`src/rtl/cache_burst_adapter_pkg.sv`:
```
// Shared memory-side types for the cache burst adapter: line/beat widths,
// state encoding and a beat-insert helper.
package cache_mem_types;

  localparam int LINE_WIDTH  = 256;
  localparam int BURST_WIDTH = 64;
  localparam int BEATS       = LINE_WIDTH / BURST_WIDTH;

  typedef logic [LINE_WIDTH-1:0]  line_t;
  typedef logic [BURST_WIDTH-1:0] beat_t;
  typedef logic [1:0]             beat_idx_t;

  typedef enum logic [1:0] {
    IDLE,
    RD,
    WR,
    DONE
  } adapter_state_t;

  // Returns line with beat slot idx replaced by beat.
  function automatic line_t set_beat(line_t line, beat_idx_t idx, beat_t beat);
    line_t r;
    r = line;
    r[BURST_WIDTH*idx +: BURST_WIDTH] = beat;
    return r;
  endfunction

endpackage

```
`src/rtl/burst_line_buffer.sv`:
```
// One cache line of storage: whole-line load, single-beat write at an index,
// and a combinational beat read at the same index.
module burst_line_buffer
  import cache_mem_types::*;
(
  input  logic                   clk,
  input  logic                   rst,
  input  logic                   load_i,
  input  logic [LINE_WIDTH-1:0]  line_i,
  input  logic                   wr_i,
  input  logic [1:0]             idx_i,
  input  logic [BURST_WIDTH-1:0] beat_i,
  output logic [BURST_WIDTH-1:0] beat_o,
  output logic [LINE_WIDTH-1:0]  line_o
);

  logic [LINE_WIDTH-1:0] buf_q;

  // NOTE: this storage is reset on purpose; burst_o must read 0 straight out of reset.
  // NOTE: state registers use <= so every flop samples pre-edge values.
  always_ff @(posedge clk or posedge rst) begin
    if (rst) begin
      buf_q <= '0;
    end else if (load_i) begin
      buf_q <= line_i;
    end else if (wr_i) begin
      buf_q[BURST_WIDTH*idx_i +: BURST_WIDTH] <= beat_i;
    end
  end

  assign beat_o = buf_q[BURST_WIDTH*idx_i +: BURST_WIDTH];
  assign line_o = buf_q;

endmodule

```
`src/rtl/cache_burst_adapter.sv`:
```
// Converts whole-line cache reads/writes into 4-beat memory bursts.
// Optional per-beat watchdog enabled by defining BURST_ADAPTER_TIMEOUT_EN.
module cache_burst_adapter
  import cache_mem_types::*;
#(
  parameter int TIMEOUT_CYCLES = 1024
) (
  input  logic                   clk,
  input  logic                   rst,
  input  logic [LINE_WIDTH-1:0]  line_i,
  output logic [LINE_WIDTH-1:0]  line_o,
  input  logic [31:0]            address_i,
  input  logic                   read_i,
  input  logic                   write_i,
  output logic                   resp_o,
  output logic                   err_o,
  input  logic [BURST_WIDTH-1:0] burst_i,
  output logic [BURST_WIDTH-1:0] burst_o,
  output logic [31:0]            address_o,
  output logic                   read_o,
  output logic                   write_o,
  input  logic                   resp_i
);

  adapter_state_t        state_q, state_d;
  logic [1:0]            k_q, k_d;
  logic [31:0]           addr_q, addr_d;
  logic [LINE_WIDTH-1:0] line_q, line_d;
  logic                  buf_load, buf_wr;
  logic [LINE_WIDTH-1:0] buf_line;
  logic [BURST_WIDTH-1:0] buf_beat;
  logic                  unused_addr_bits;

  assign unused_addr_bits = ^address_i[4:0];

  burst_line_buffer u_buf (
    .clk    (clk),
    .rst    (rst),
    .load_i (buf_load),
    .line_i (line_i),
    .wr_i   (buf_wr),
    .idx_i  (k_q),
    .beat_i (burst_i),
    .beat_o (buf_beat),
    .line_o (buf_line)
  );

`ifdef BURST_ADAPTER_TIMEOUT_EN
  localparam int WD_W = $clog2(TIMEOUT_CYCLES + 1);
  logic [WD_W-1:0] wd_q, wd_d;
  logic            err_q, err_d;

  always_ff @(posedge clk or posedge rst) begin
    if (rst) begin
      wd_q  <= '0;
      err_q <= 1'b0;
    end else begin
      wd_q  <= wd_d;
      err_q <= err_d;
    end
  end

  assign err_o = err_q;
`else
  localparam int unused_timeout = TIMEOUT_CYCLES;
  assign err_o = 1'b0;
`endif

  always_ff @(posedge clk or posedge rst) begin
    if (rst) begin
      state_q <= IDLE;
      k_q     <= '0;
      addr_q  <= '0;
      line_q  <= '0;
    end else begin
      state_q <= state_d;
      k_q     <= k_d;
      addr_q  <= addr_d;
      line_q  <= line_d;
    end
  end

  // NOTE: every signal gets a default before the case so no latch is inferred.
  always_comb begin
    state_d  = state_q;
    k_d      = k_q;
    addr_d   = addr_q;
    line_d   = line_q;
    buf_load = 1'b0;
    buf_wr   = 1'b0;
`ifdef BURST_ADAPTER_TIMEOUT_EN
    wd_d     = '0;
    err_d    = err_q;
`endif
    case (state_q)
      IDLE: begin
        if (write_i) begin
          state_d  = WR;
          buf_load = 1'b1;
          addr_d   = {address_i[31:5], 5'b0};
        end else if (read_i) begin
          state_d = RD;
          addr_d  = {address_i[31:5], 5'b0};
        end
      end
      RD: begin
        if (resp_i) begin
          buf_wr = 1'b1;
          k_d    = k_q + 2'd1;
          // line_o is published only on read completion, including the final beat.
          if (k_q == 2'd3) begin
            state_d = DONE;
            line_d  = set_beat(buf_line, k_q, burst_i);
          end
        end
`ifdef BURST_ADAPTER_TIMEOUT_EN
        else if (wd_q == WD_W'(TIMEOUT_CYCLES - 1)) begin
          state_d = DONE;
          err_d   = 1'b1;
          k_d     = '0;
          line_d  = buf_line;
        end else begin
          wd_d = wd_q + 1'b1;
        end
`endif
      end
      WR: begin
        if (resp_i) begin
          k_d = k_q + 2'd1;
          if (k_q == 2'd3) state_d = DONE;
        end
`ifdef BURST_ADAPTER_TIMEOUT_EN
        else if (wd_q == WD_W'(TIMEOUT_CYCLES - 1)) begin
          state_d = DONE;
          err_d   = 1'b1;
          k_d     = '0;
        end else begin
          wd_d = wd_q + 1'b1;
        end
`endif
      end
      DONE: begin
        k_d     = '0;
        state_d = IDLE;
      end
      default: state_d = IDLE;
    endcase
  end

  assign read_o    = (state_q == RD);
  assign write_o   = (state_q == WR);
  assign resp_o    = (state_q == DONE);
  assign burst_o   = buf_beat;
  assign address_o = addr_q;
  assign line_o    = line_q;

endmodule

```
`config.mk`:
```
export PLATFORM = sky130hd
export DESIGN_NAME = cache_burst_adapter
export DESIGN_NICKNAME = d
export VERILOG_FILES = /design/src/rtl/cache_burst_adapter_pkg.sv /design/src/rtl/burst_line_buffer.sv /design/src/rtl/cache_burst_adapter.sv
export SDC_FILE = /design/constraint.sdc
export NUM_CORES = 1
export LEC_CHECK = 0
export ABC_CLOCK_PERIOD_IN_PS = 14950
export CAP_MARGIN = 5
export CORE_MARGIN = 2
export CORE_UTILIZATION = 25
export DETAILED_ROUTE_END_ITERATION = 10
export HOLD_SLACK_MARGIN = 0.06
export MAX_ROUTING_LAYER = met4
export PLACE_DENSITY = 0.45
export SLEW_MARGIN = 20
export SYNTH_ARGS = -nofsm -noshare
export SYNTH_HDL_FRONTEND = slang
export SYNTH_HIERARCHICAL = 1
export SYNTH_SLANG_ARGS = --single-unit
```
`constraint.sdc`:
```
create_clock -name clk -period 14.95 [get_ports clk]
set_input_delay 2.99 -clock clk [delete_from_list [all_inputs] [get_ports clk]]
set_output_delay 2.99 -clock clk [all_outputs]
set_load 0.02 [all_outputs]
```
Word-level counts from Yosys, hierarchy flattened
Index checks and enable logic that the tools add are counted.

Bits in read-only memories: 0. Bits in writable memories: 0. Register bits: 548. Latch bits: 0. Memories: 0.

Add/subtract/negate cells: 2. Multiplexer cells: 16. Magnitude comparators: 0. Multipliers: 0. Shift operators: 3. Equal/unequal tests: 7. Reductions and logical operators: 9. Bitwise operators: 0. Div/mod/pow operators: 0.

Operators with widths (number): 256-bit two-way mux (2); 256-bit bitwise mux (1); 64-bit by 34-bit variable shift with 256-bit output, first input constant (1); 256-bit by 9-bit variable part select with 64-bit output (1); 64-bit by 34-bit variable part select with 256-bit output (1); 32-bit two-way mux (2); 8-bit negation with 34-bit output (1); 2-bit two-way mux (5); 2-bit == test, second input constant (3); 2-bit one-hot mux with 3 select lines (1); 3-bit AND reduction (2); 2-bit nonzero test (3); 1-bit two-way mux (4); 2-bit by 1-bit inequality test with 1-bit output, second input constant (2); 2-bit one-hot mux with 2 select lines (1); 2-bit AND reduction (2); 3-bit inequality test, second input constant (1); 2-bit by 1-bit adder with 2-bit output, second input constant (1); 2-bit by 1-bit == test with 1-bit output, second input constant (1); 2-bit zero test (1); 2-bit OR reduction (1).

Longest topological paths before layout
Gate-level depths: netlist (run 1).

Word-level depth: 5. Gate-level depth with buffers: 10.

Cells and area by module
Netlist (run 1), hierarchy kept.

By module, submodules not included: burst_line_buffer (cells an instance 947, area each 12655.9 um^2, times used 1); cache_burst_adapter (cells an instance 1171, area each 12441.9 um^2, times used 1).

Worst setup path after synthesis (run 1)
No wires, ideal clock.

Kind: reg-to-output. Start point: register k_q[0]. End point: output burst_o[16]. Slack: 10181 ps. Stages on the path, launching flop included: 5. Required time: 11960 ps. Arrival time: 1779 ps. Cell sequence: dfrtp_1 > buf_2 > buf_2 > buf_4 > mux4_2.

Longest elaborated chain between the ends: 1.

RTL lines: start: declaration (RTL line cache_burst_adapter.sv:26) `logic [1:0] k_q, k_d;`; start signal: assignment (RTL line cache_burst_adapter.sv:77) `k_q <= k_d;`; 256-bit by 9-bit variable part select with 64-bit output (RTL line burst_line_buffer.sv:31) `assign beat_o = buf_q[BURST_WIDTH*idx_i +: BURST_WIDTH];`; end: declaration (RTL line cache_burst_adapter.sv:18) `output logic [BURST_WIDTH-1:0] burst_o,`.

No other way between the ends.

Final worst setup path (run 1)
Start point: register k_q[1]. End point: output burst_o[51].

The elaborated chain is that of the path after synthesis.

==> results.txt, run 1 <==
wire per inst: 30.00 µm
Critical Path End Type: primary output
most common cell after layout, fill and taps aside: clkdlybuf4s50_1
starting density of the core: 25.13%
share of cells above drive strength 1: 9.495%
Pleak: 16.82 nW
number of library cell types mapped by synthesis: 40
H-tree Lvls: 3
yosys warns: 6
Peak Freq: 149.1 MHz
VDD IR max: 0.09920 mV
Post-Layout Inst Area: 35,680 µm²
worst path buffer plus inverter count: 2
Synth top area share: 54.14%
Via density: 5.409
Worst path top cell family by delay: buffers and inverters
average size of a mapped cell: 11.85 µm²
CTS buffer count: 70
gr usage total: 24.06%
Reg clk slew, reported paths: 0.06 ns
Rows: 116
Place WS: 8.656 ns
relative slew slack: 23.66%
max incr delay on CP: 0.94 ns
Clock Tree Root: clkbuf_16
# IOs: 713
total gr overflow: 0
DR DRC count: 0
port bufs: 701
gpl congestion: 0.8334
Yosys top cell by area: dfrtp_1
first-pass GRT wire length: 174.9 mm
RSZ-0062 raised after global routing: no
outcome: finished clean
CTS tree: yes
HPWL Detailed: 76.29 mm
CP Data Required Time: 11.96 ns
Layout Skew: 0.01780 ns
total number of vias: 22,264
vias in the first global route: 23,573
Post-Syn Instances: 2,118
# clock sinks: 543
CP cell instances: buf_4 > mux4_2 > clkdlybuf4s50_1
First DRT Iteration DRCs: 2,004
die width: 320.8 µm
core region area: 99,860 µm²
clock buffer depth: 3
fin. max-slew vios: 0
Seq/Total Area, Yosys: 54.14%
Mapped Area: 25,100 µm²
die height: 320.8 µm
worst-margin pin slew: 1.145 ns
CP startpoint kind: flop
hold_buf cts: 0
min-delay worst type: flop to flop
min Tclk post-route: 6.706 ns
DRT Pass-1 Iters: 6
Final Cycle Share: 44.85%
synth top area cells: dfrtp_1 (54%), a22o_1 (11%), a21o_1 (7.7%)
clock latency reported for the late side of the worst-skew pair: 0.62 ns
Fin Hold WS: 0.4911 ns
pin count of the biggest net entering global routing: 156
ANT nets after route: 0
Max Cap Viol: 0
Seq cells post-synth: 543
post-CTS setup buffer count: 0
commonest non-fill, non-tap cells in the layout: clkdlybuf4s50_1 (701), dfrtp_1 (541), nor2_1 (369), a22o_1 (322), a21o_1 (256)
Fin. Hold Viols: 0
synth-to-layout area growth: 42.15%
full die area: 102,900 µm²
Cell Area, Placed: 33,240 µm²
crit path max fanout: 39
final setup violation count: 0
Nets: 3,107
PD cells: 220.3 nW/µm²
Routed WL: 123.5 mm
initial antenna violation count: 30
CP arrival: 3.72 ns
Crit-path slowest cell: dfrtp_4
crit path kind: flop to primary output
cts repair resizes: 0
setup ws final: 8.244 ns
setup_tns: 0 ns
==> routing by layer <==
metal,part of all wire (%),global-route usage [%]
met5,0,-
met1,42,30.66
met2,48,37.55
met3,7.8,6.045
met4,2.4,7.591
==> final cells by class <==
class / instances / area [µm²]
Fill cell: 9852 / 64180
Sequential cell: 543 / 13600
Multi-Input combinational cell: 1365 / 10600
Timing Repair Buffer: 744 / 7365
Clock buffer: 113 / 2148
Tap cell: 1298 / 1624
Clock inverter: 15 / 219.0
Antenna cell: 27 / 67.56
Inverter: 11 / 60.06
==> cells by family after synthesis <==
| kind of cell | Yosys count | share of synthesized area, % |
|---|---|---|
| compound gates | 794 | 25.91 |
| fa+ha+maj | 15 | 0.7478 |
| buf+inv | 215 | 4.098 |
| flops | 543 | 54.14 |
| mux | 94 | 7.074 |
| other cells | 1 | 0.01494 |
| simple gates | 456 | 8.011 |
==> cell usage after synthesis (all sizes together) <==
master and n:
clkbuf 107, buf 97, mux4 64, a221oi 175, nor4 2, a22oi 1, and2 2, a22o 322
nand3b 19, inv 11, mux2i 3, nor3 1, nand2 4, ha 15, dfrtp 543, or3b 1
nor2 370, a31oi 2, and4b 1, nor2b 47, o21ai 4, nand3 1, mux2 27, a21o 256
nor4bb 1, nor3b 1, nand4bb 1, and4bb 1, and3 1, a21oi 34, conb 1, nand2b 3
==> registers in the layout, indices dropped and copies added (netlist names) <==
name and count:
state_q 2, line_o 256, u_buf/line_o 256, address_o 27, k_q 2
==> power by group <==
group | switching [mW] | internal (mW) | leakage (nW)
clock network | 0.692 | 1.07 | 1.16
logic | 1.94 | 1.65 | 8.63
registers | 0.440 | 2.07 | 7.03
==> worst reg2reg max path, stage by stage (launching register included) <==
cell,delay [ns]
dfrtp_4,0.94
buf_4,0.90
inv_1,0.30
ha_1,0.53
and4b_4,0.84
buf_4,0.75
a221oi_1,0.28
nor2_1,0.15
==> final timing paths <==
check,start,endpoint,slack (ns),cells past startpoint
setup / recovery,k_q[1]$_DFFE_PP0P_,burst_o[51],8.24,3
hold / removal,line_o[77]$_DFFE_PP0P_,line_o[77]$_DFFE_PP0P_,0.49,2
setup reg to reg,k_q[1]$_DFFE_PP0P_,line_o[109]$_DFFE_PP0P_,10.20,7
hold reg to reg,line_o[77]$_DFFE_PP0P_,line_o[77]$_DFFE_PP0P_,0.49,2
max in group asynchronous,rst,u_buf/line_o[33]$_DFFE_PP0P_,9.81,4
min in group asynchronous,rst,line_o[67]$_DFFE_PP0P_,3.03,2
==> stage by stage <==
| stage | util [%] | power, mW | instances |
|---|---|---|---|
| after floorplan | - | 4.390 | 2123 |
| after global placement | 33.29 | 6.074 | 3961 |
| after detailed placement | 33.29 | 6.108 | 3961 |
| after CTS | 35.66 | 7.915 | 4089 |
| after global routing | 35.73 | 8.226 | 4116 |
| final | 35.73 | 7.859 | 4116 |
Note: power is estimated with default switching activity, not from simulation.
==> inputs of run 2 (changes only) <==
--- a/config.mk
+++ b/config.mk
@@ -5,7 +5,7 @@
 export SDC_FILE = /design/constraint.sdc
 export NUM_CORES = 1
 export LEC_CHECK = 0
-export ABC_CLOCK_PERIOD_IN_PS = 14950
+export ABC_CLOCK_PERIOD_IN_PS = 6950
 export CAP_MARGIN = 5
 export CORE_MARGIN = 2
 export CORE_UTILIZATION = 25
==> constraint.sdc (replaced) <==
create_clock -name clk -period 6.95 [get_ports clk]
set_input_delay 1.39 -clock clk [delete_from_list [all_inputs] [get_ports clk]]
set_output_delay 1.39 -clock clk [all_outputs]
set_load 0.02 [all_outputs]
==> run 2 against run 1 <==
First-iteration DRC count down 0.35%. Wire length down 1.3%. Total power up 120%. Via count about the same. Worst hold slack better by 0.0023 ns. Utilization up 0.15 points. Critical path type unchanged.
==> results.txt, run 2 (same netlist as run 1, synthesis figures left out) <==
synth-to-layout area growth: 42.75%
PD cells: 472.9 nW/µm² (+110%)
worst reg2reg setup slack: 2.99 ns (-7.21 ns)
Max Cap Viol: 0 (unchanged)
wire per inst: 29.62 µm (-1.3%)
Final Cycle Share: 72.87%
vias in the first global route: 23,309 (-1.1%)
min Tclk post-route: 5.064 ns
H-tree Lvls: 3 (unchanged)
# clock sinks: 543 (unchanged)
Reg clk slew, reported paths: 0.06 ns (about the same)
Clock Tree Root: clkbuf_16
outcome: finished clean
# IOs: 713 (unchanged)
die width: 320.8 µm (unchanged)
final setup violation count: 0 (unchanged)
crit path max fanout: 46 (+18%)
Post-Layout Inst Area: 35,830 µm² (+0.43%)
gr usage total: 23.70% (-0.36 points)
clock latency reported for the late side of the worst-skew pair: 0.64 ns (+0.02 ns)
Peak Freq: 197.5 MHz
most common cell after layout, fill and taps aside: clkdlybuf4s50_1
Worst R2R Path Depth: 6 (-1)
CTS buffer count: 70 (unchanged)
DRT Pass-1 Iters: 5 (-1)
min-delay worst type: flop to flop
Fin. Hold Viols: 0 (unchanged)
Critical Path End Type: primary output
relative slew slack: 17.32% (-6.3 points)
hold endpoint: line_o[35]$_DFFE_PP0P_
CP cell instances: buf_4 > mux4_2 > clkdlybuf4s50_1
VDD IR max: 0.2787 mV (+180%)
CTS tree: yes
CP startpoint kind: flop
Place WS: 2.343 ns (-6.313 ns)
Routed WL: 121.8 mm (-1.3%)
starting density of the core: 25.13% (unchanged)
HP Start: line_o[35]$_DFFE_PP0P_
crit path kind: flop to primary output
full die area: 102,900 µm² (unchanged)
Crit-path slowest cell: dfrtp_4
worst-margin pin slew: 1.240 ns (+0.09506 ns)
max incr delay on CP: 1.02 ns (+0.08 ns)
Reg2Reg Capture Point: line_o[74]$_DFFE_PP0P_
port bufs: 701 (unchanged)
share of cells above drive strength 1: 10.06% (+0.56 points)
initial antenna violation count: 22 (-27%)
ANT nets after route: 0 (unchanged)
die height: 320.8 µm (unchanged)
Layout Skew: 0.01786 ns (+0.00005110 ns)
First DRT Iteration DRCs: 1,997 (-0.35%)
total number of vias: 22,268 (+0.018%)
gpl congestion: 0.8549 (+2.6%)
CP Data Required Time: 5.56 ns (-6.40 ns)
Worst Hold Depth: 2 (unchanged)
core region area: 99,860 µm² (unchanged)
cts repair resizes: 0 (unchanged)
fin. max-slew vios: 0 (unchanged)
DR DRC count: 0 (unchanged)
Rows: 116 (unchanged)
Fin Hold WS: 0.4934 ns (+0.002273 ns)
HPWL Detailed: 75.18 mm (-1.5%)
RSZ-0062 raised after global routing: no
total gr overflow: 0 (unchanged)
PnR Total Power: 16.94 mW (+120%)
post-CTS setup buffer count: 0 (unchanged)
commonest non-fill, non-tap cells in the layout: clkdlybuf4s50_1 (701), dfrtp_1 (541), nor2_1 (369), a22o_1 (322), a21o_1 (256)
clock buffer depth: 3 (unchanged)
setup ws final: 1.886 ns (-6.359 ns)
Pleak: 16.89 nW (+0.42%)
pin count of the biggest net entering global routing: 141 (-9.6%)
setup_tns: 0 ns (unchanged)
CP arrival: 3.67 ns (-0.05 ns)
first-pass GRT wire length: 172.9 mm (-1.2%)
Cell Area, Placed: 33,350 µm² (+0.33%)
Nets: 3,111 (+0.13%)
hold_buf cts: 0 (unchanged)
Via density: 5.413 (about the same)
RR Startpoint: k_q[1]$_DFFE_PP0P_
-- run 2: how the worst max path moves through the flow --
| stage | startpoint | endpoint | slack, ns |
|---|---|---|---|
| floorplan | rst | address_o[10]$_DFFE_PP0P_ | 1.75 |
| global placement | resp_i | u_buf/line_o[182]$_DFFE_PP0P_ | 2.41 |
| detailed placement | resp_i | u_buf/line_o[178]$_DFFE_PP0P_ | 2.34 |
| CTS | k_q[0]$_DFFE_PP0P_ | burst_o[13] | 1.73 |
| global route | k_q[0]$_DFFE_PP0P_ | burst_o[13] | 1.72 |
| finish | k_q[0]$_DFFE_PP0P_ | burst_o[13] | 1.89 |
-- run 2: per-stage QoR --
step	util (%)	instances
after CTS	35.82	4092
final	35.88	4114
after global placement	33.40	3965
after global routing	35.88	4113
after floorplan	-	2123
after detailed placement	33.40	3965
-- run 2: layout make-up --
| type | count | area, µm² |
|---|---|---|
| clock inverter | 22 | 259.0 |
| multi-input combinational | 1365 | 10600 |
| antenna | 22 | 55.05 |
| sequential | 543 | 13600 |
| fill | 9859 | 64030 |
| timing repair buffer | 748 | 7482 |
| inverter | 11 | 52.55 |
| clock buffer | 105 | 2157 |
| tap | 1298 | 1624 |
-- run 2: metal layers --
metal	GRT usage (%)	share of wire, %	wire length, µm	up-vias
li1	-	-	-	9296
met1	29.99	42	51700	11758
met2	37.49	48	58210	1044
met3	5.453	7.4	8999	170
met4	7.726	2.4	2937	0
met5	-	0	0	-
-- run 2: where the power goes --
group | switching, mW | total [mW] | internal, mW
Sequential | 0.996 | 5.44 | 4.44
Combinational | 4.09 | 7.64 | 3.55
Clock | 1.53 | 3.86 | 2.33
Total | 6.61 | 16.9 | 10.3
-- run 2: worst max-delay path, delay by kind of cell (launching register included) --
| kind | cells | cell delay, ns |
|---|---|---|
| buf+inv | 2 | 1.35 |
| flops | 1 | 1.02 |
| mux | 1 | 0.61 |
==> inputs of run 3 (changes only) <==
--- a/config.mk
+++ b/config.mk
@@ -5,7 +5,7 @@
 export SDC_FILE = /design/constraint.sdc
 export NUM_CORES = 1
 export LEC_CHECK = 0
-export ABC_CLOCK_PERIOD_IN_PS = 6950
+export ABC_CLOCK_PERIOD_IN_PS = 5200
 export CAP_MARGIN = 5
 export CORE_MARGIN = 2
 export CORE_UTILIZATION = 25
==> constraint.sdc (replaced) <==
create_clock -name clk -period 5.2 [get_ports clk]
set_input_delay 1.04 -clock clk [delete_from_list [all_inputs] [get_ports clk]]
set_output_delay 1.04 -clock clk [all_outputs]
set_load 0.02 [all_outputs]
==> run 3 against run 2 <==
Cell area up 0.20%. Non-clock buffer count up 15. Combinational power up 35%. Die area unchanged. Critical path depth unchanged. Via count up 0.11%. Largest power group unchanged.
==> results.txt, run 3 (same netlist as run 1, synthesis figures left out) <==
outcome: finished clean
clock latency reported for the late side of the worst-skew pair: 0.63 ns (about the same)
Reg2Reg Capture Point: line_o[24]$_DFFE_PP0P_
die width: 320.8 µm (unchanged)
initial antenna violation count: 22 (unchanged)
HPWL Detailed: 78.05 mm (+3.8%)
worst reg2reg setup slack: 1.74 ns (-1.25 ns)
setup ws final: 0.8860 ns (-0.9996 ns)
Max Cap Viol: 0 (unchanged)
Peak Freq: 231.8 MHz
Clock Tree Root: clkbuf_16
Nets: 3,125 (+0.45%)
Final Cycle Share: 82.96%
Via density: 5.410 (about the same)
H-tree Lvls: 3 (unchanged)
Worst R2R Path Depth: 6 (unchanged)
PD cells: 625.5 nW/µm² (+32%)
Cell Area, Placed: 33,610 µm² (+0.77%)
RSZ-0062 raised after global routing: no
pin count of the biggest net entering global routing: 138 (-2.1%)
DR DRC count: 0 (unchanged)
Fin. Hold Viols: 0 (unchanged)
worst-margin pin slew: 0.9348 ns (-0.3055 ns)
Fin Hold WS: 0.4906 ns (-0.002789 ns)
setup_tns: 0 ns (unchanged)
port bufs: 701 (unchanged)
vias in the first global route: 23,528 (+0.94%)
# clock sinks: 543 (unchanged)
cts repair resizes: 0 (unchanged)
crit path kind: flop to primary output
CP arrival: 3.27 ns (-0.40 ns)
first-pass GRT wire length: 175.2 mm (+1.3%)
logic gate share of total power: 46.0% (+0.9 points)
HP Start: line_o[95]$_DFFE_PP0P_
Rows: 116 (unchanged)
Seq pwr share: 32.3% (+0.2 points)
hold_buf cts: 0 (unchanged)
RR Startpoint: k_q[0]$_DFFE_PP0P_
Place WS: 1.267 ns (-1.076 ns)
clock buffer depth: 3 (unchanged)
min-delay worst type: flop to flop
CP startpoint kind: flop
fin. max-slew vios: 0 (unchanged)
Pleak: 16.91 nW (about the same)
starting density of the core: 25.13% (unchanged)
Post-Layout Cell Count: 4,121 (+0.17%)
placed cells: 3,980 (+0.38%)
VDD IR max: 0.2662 mV (-4.5%)
CP Data Required Time: 4.16 ns (-1.40 ns)
wire per inst: 29.96 µm (+1.2%)
gr usage total: 24.05% (+0.35 points)
Crit-path slowest cell: dfrtp_4
CTS tree: yes
Routed WL: 123.5 mm (+1.3%)
internal power: 13.64 mW (+32%)
total gr overflow: 0 (unchanged)
core region area: 99,860 µm² (unchanged)
die height: 320.8 µm (unchanged)
CTS buffer count: 69 (-1.4%)
relative slew slack: 37.68% (+20 points)
crit path max fanout: 39 (-15%)
Layout Skew: 0.01940 ns (+0.001547 ns)
DRT Pass-1 Iters: 5 (unchanged)
commonest non-fill, non-tap cells in the layout: clkdlybuf4s50_1 (701), dfrtp_1 (541), nor2_1 (369), a22o_1 (322), a21o_1 (256)
# IOs: 713 (unchanged)
synth-to-layout area growth: 43.04%
final setup violation count: 0 (unchanged)
CP cell instances: buf_4 > mux4_2 > clkdlybuf4s50_1
Critical Path End Type: primary output
max incr delay on CP: 0.95 ns (-0.07 ns)
total number of vias: 22,293 (+0.11%)
Clk pwr share: 21.7% (-1.1 points)
Switch Pwr: 8.819 mW (+33%)
gpl congestion: 0.8528 (-0.25%)
hold endpoint: line_o[95]$_DFFE_PP0P_
Worst Hold Depth: 2 (unchanged)
post-CTS setup buffer count: 0 (unchanged)
ANT nets after route: 0 (unchanged)
min Tclk post-route: 4.314 ns
Reg clk slew, reported paths: 0.06 ns (about the same)
Post-Layout Inst Area: 35,900 µm² (+0.20%)
share of cells above drive strength 1: 9.961% (-0.097 points)
most common cell after layout, fill and taps aside: clkdlybuf4s50_1
full die area: 102,900 µm² (unchanged)
sw frac: 39.27% (+0.24 points)
First DRT Iteration DRCs: 2,118 (+6.1%)
==> run 3: cell count changes in the layout (fill, tap and decap cells not counted), sizes merged <==
cell      before  now
buf           47   62
inv           11    8
bufinv         5    3
clkinv        13   11
clkinvlp       4    2
clkbuf       105  106
==> run 3: worst max-delay path, delay by kind of cell (launching register included) <==
| family | cells | cell delay (ns) |
|---|---|---|
| buf+inv | 2 | 1.08 |
| flops | 1 | 0.95 |
| mux | 1 | 0.56 |
==> run 3: cell type report <==
cell class,count,area (µm²)
Antenna cell,22,55.05
Inverter,11,52.55
Tap cell,1298,1624
Timing Repair Buffer,763,7732
Sequential cell,543,13600
Multi-Input combinational cell,1365,10600
Fill cell,9800,63960
Clock inverter,13,155.1
Clock buffer,106,2081
==> run 3: worst max path at each step <==
stage,from,endpoint,slack [ns],depth (start not counted)
floorplan,rst,address_o[10]$_DFFE_PP0P_,0.35,1
global placement,resp_i,line_o[249]$_DFFE_PP0P_,1.31,5
detailed placement,resp_i,u_buf/line_o[84]$_DFFE_PP0P_,1.27,7
CTS,k_q[0]$_DFFE_PP0P_,burst_o[41],0.77,3
global route,k_q[0]$_DFFE_PP0P_,burst_o[41],0.75,3
finish,k_q[0]$_DFFE_PP0P_,burst_o[41],0.89,3
==> run 3: power by group through the flow <==
stage / registers, mW / clock network [mW] / logic (mW)
detailed placement: 7.29 / 0 / 10.3
finish: 7.25 / 4.87 / 10.3
floorplan: 7.82 / 0 / 4.80
global placement: 7.23 / 0 / 10.3
global route: 7.46 / 5.18 / 10.9
CTS: 7.25 / 5.02 / 10.4
==> run 3: per-stage QoR <==
stage / util (%) / total power, mW
final: 35.95 / 22.45
after global routing: 35.95 / 23.55
after CTS: 35.90 / 22.66
after detailed placement: 33.66 / 17.62
after global placement: 33.65 / 17.50
after floorplan: - / 12.62
==> run 3: routing by layer <==
metal / vias to the layer above / part of all wire [%] / track usage (%)
met2: 1096 / 47 / 37.61
met4: 0 / 3.0 / 8.172
met5: - / 0 / -
li1: 9323 / - / -
met1: 11671 / 42 / 30.85
met3: 203 / 7.6 / 5.270
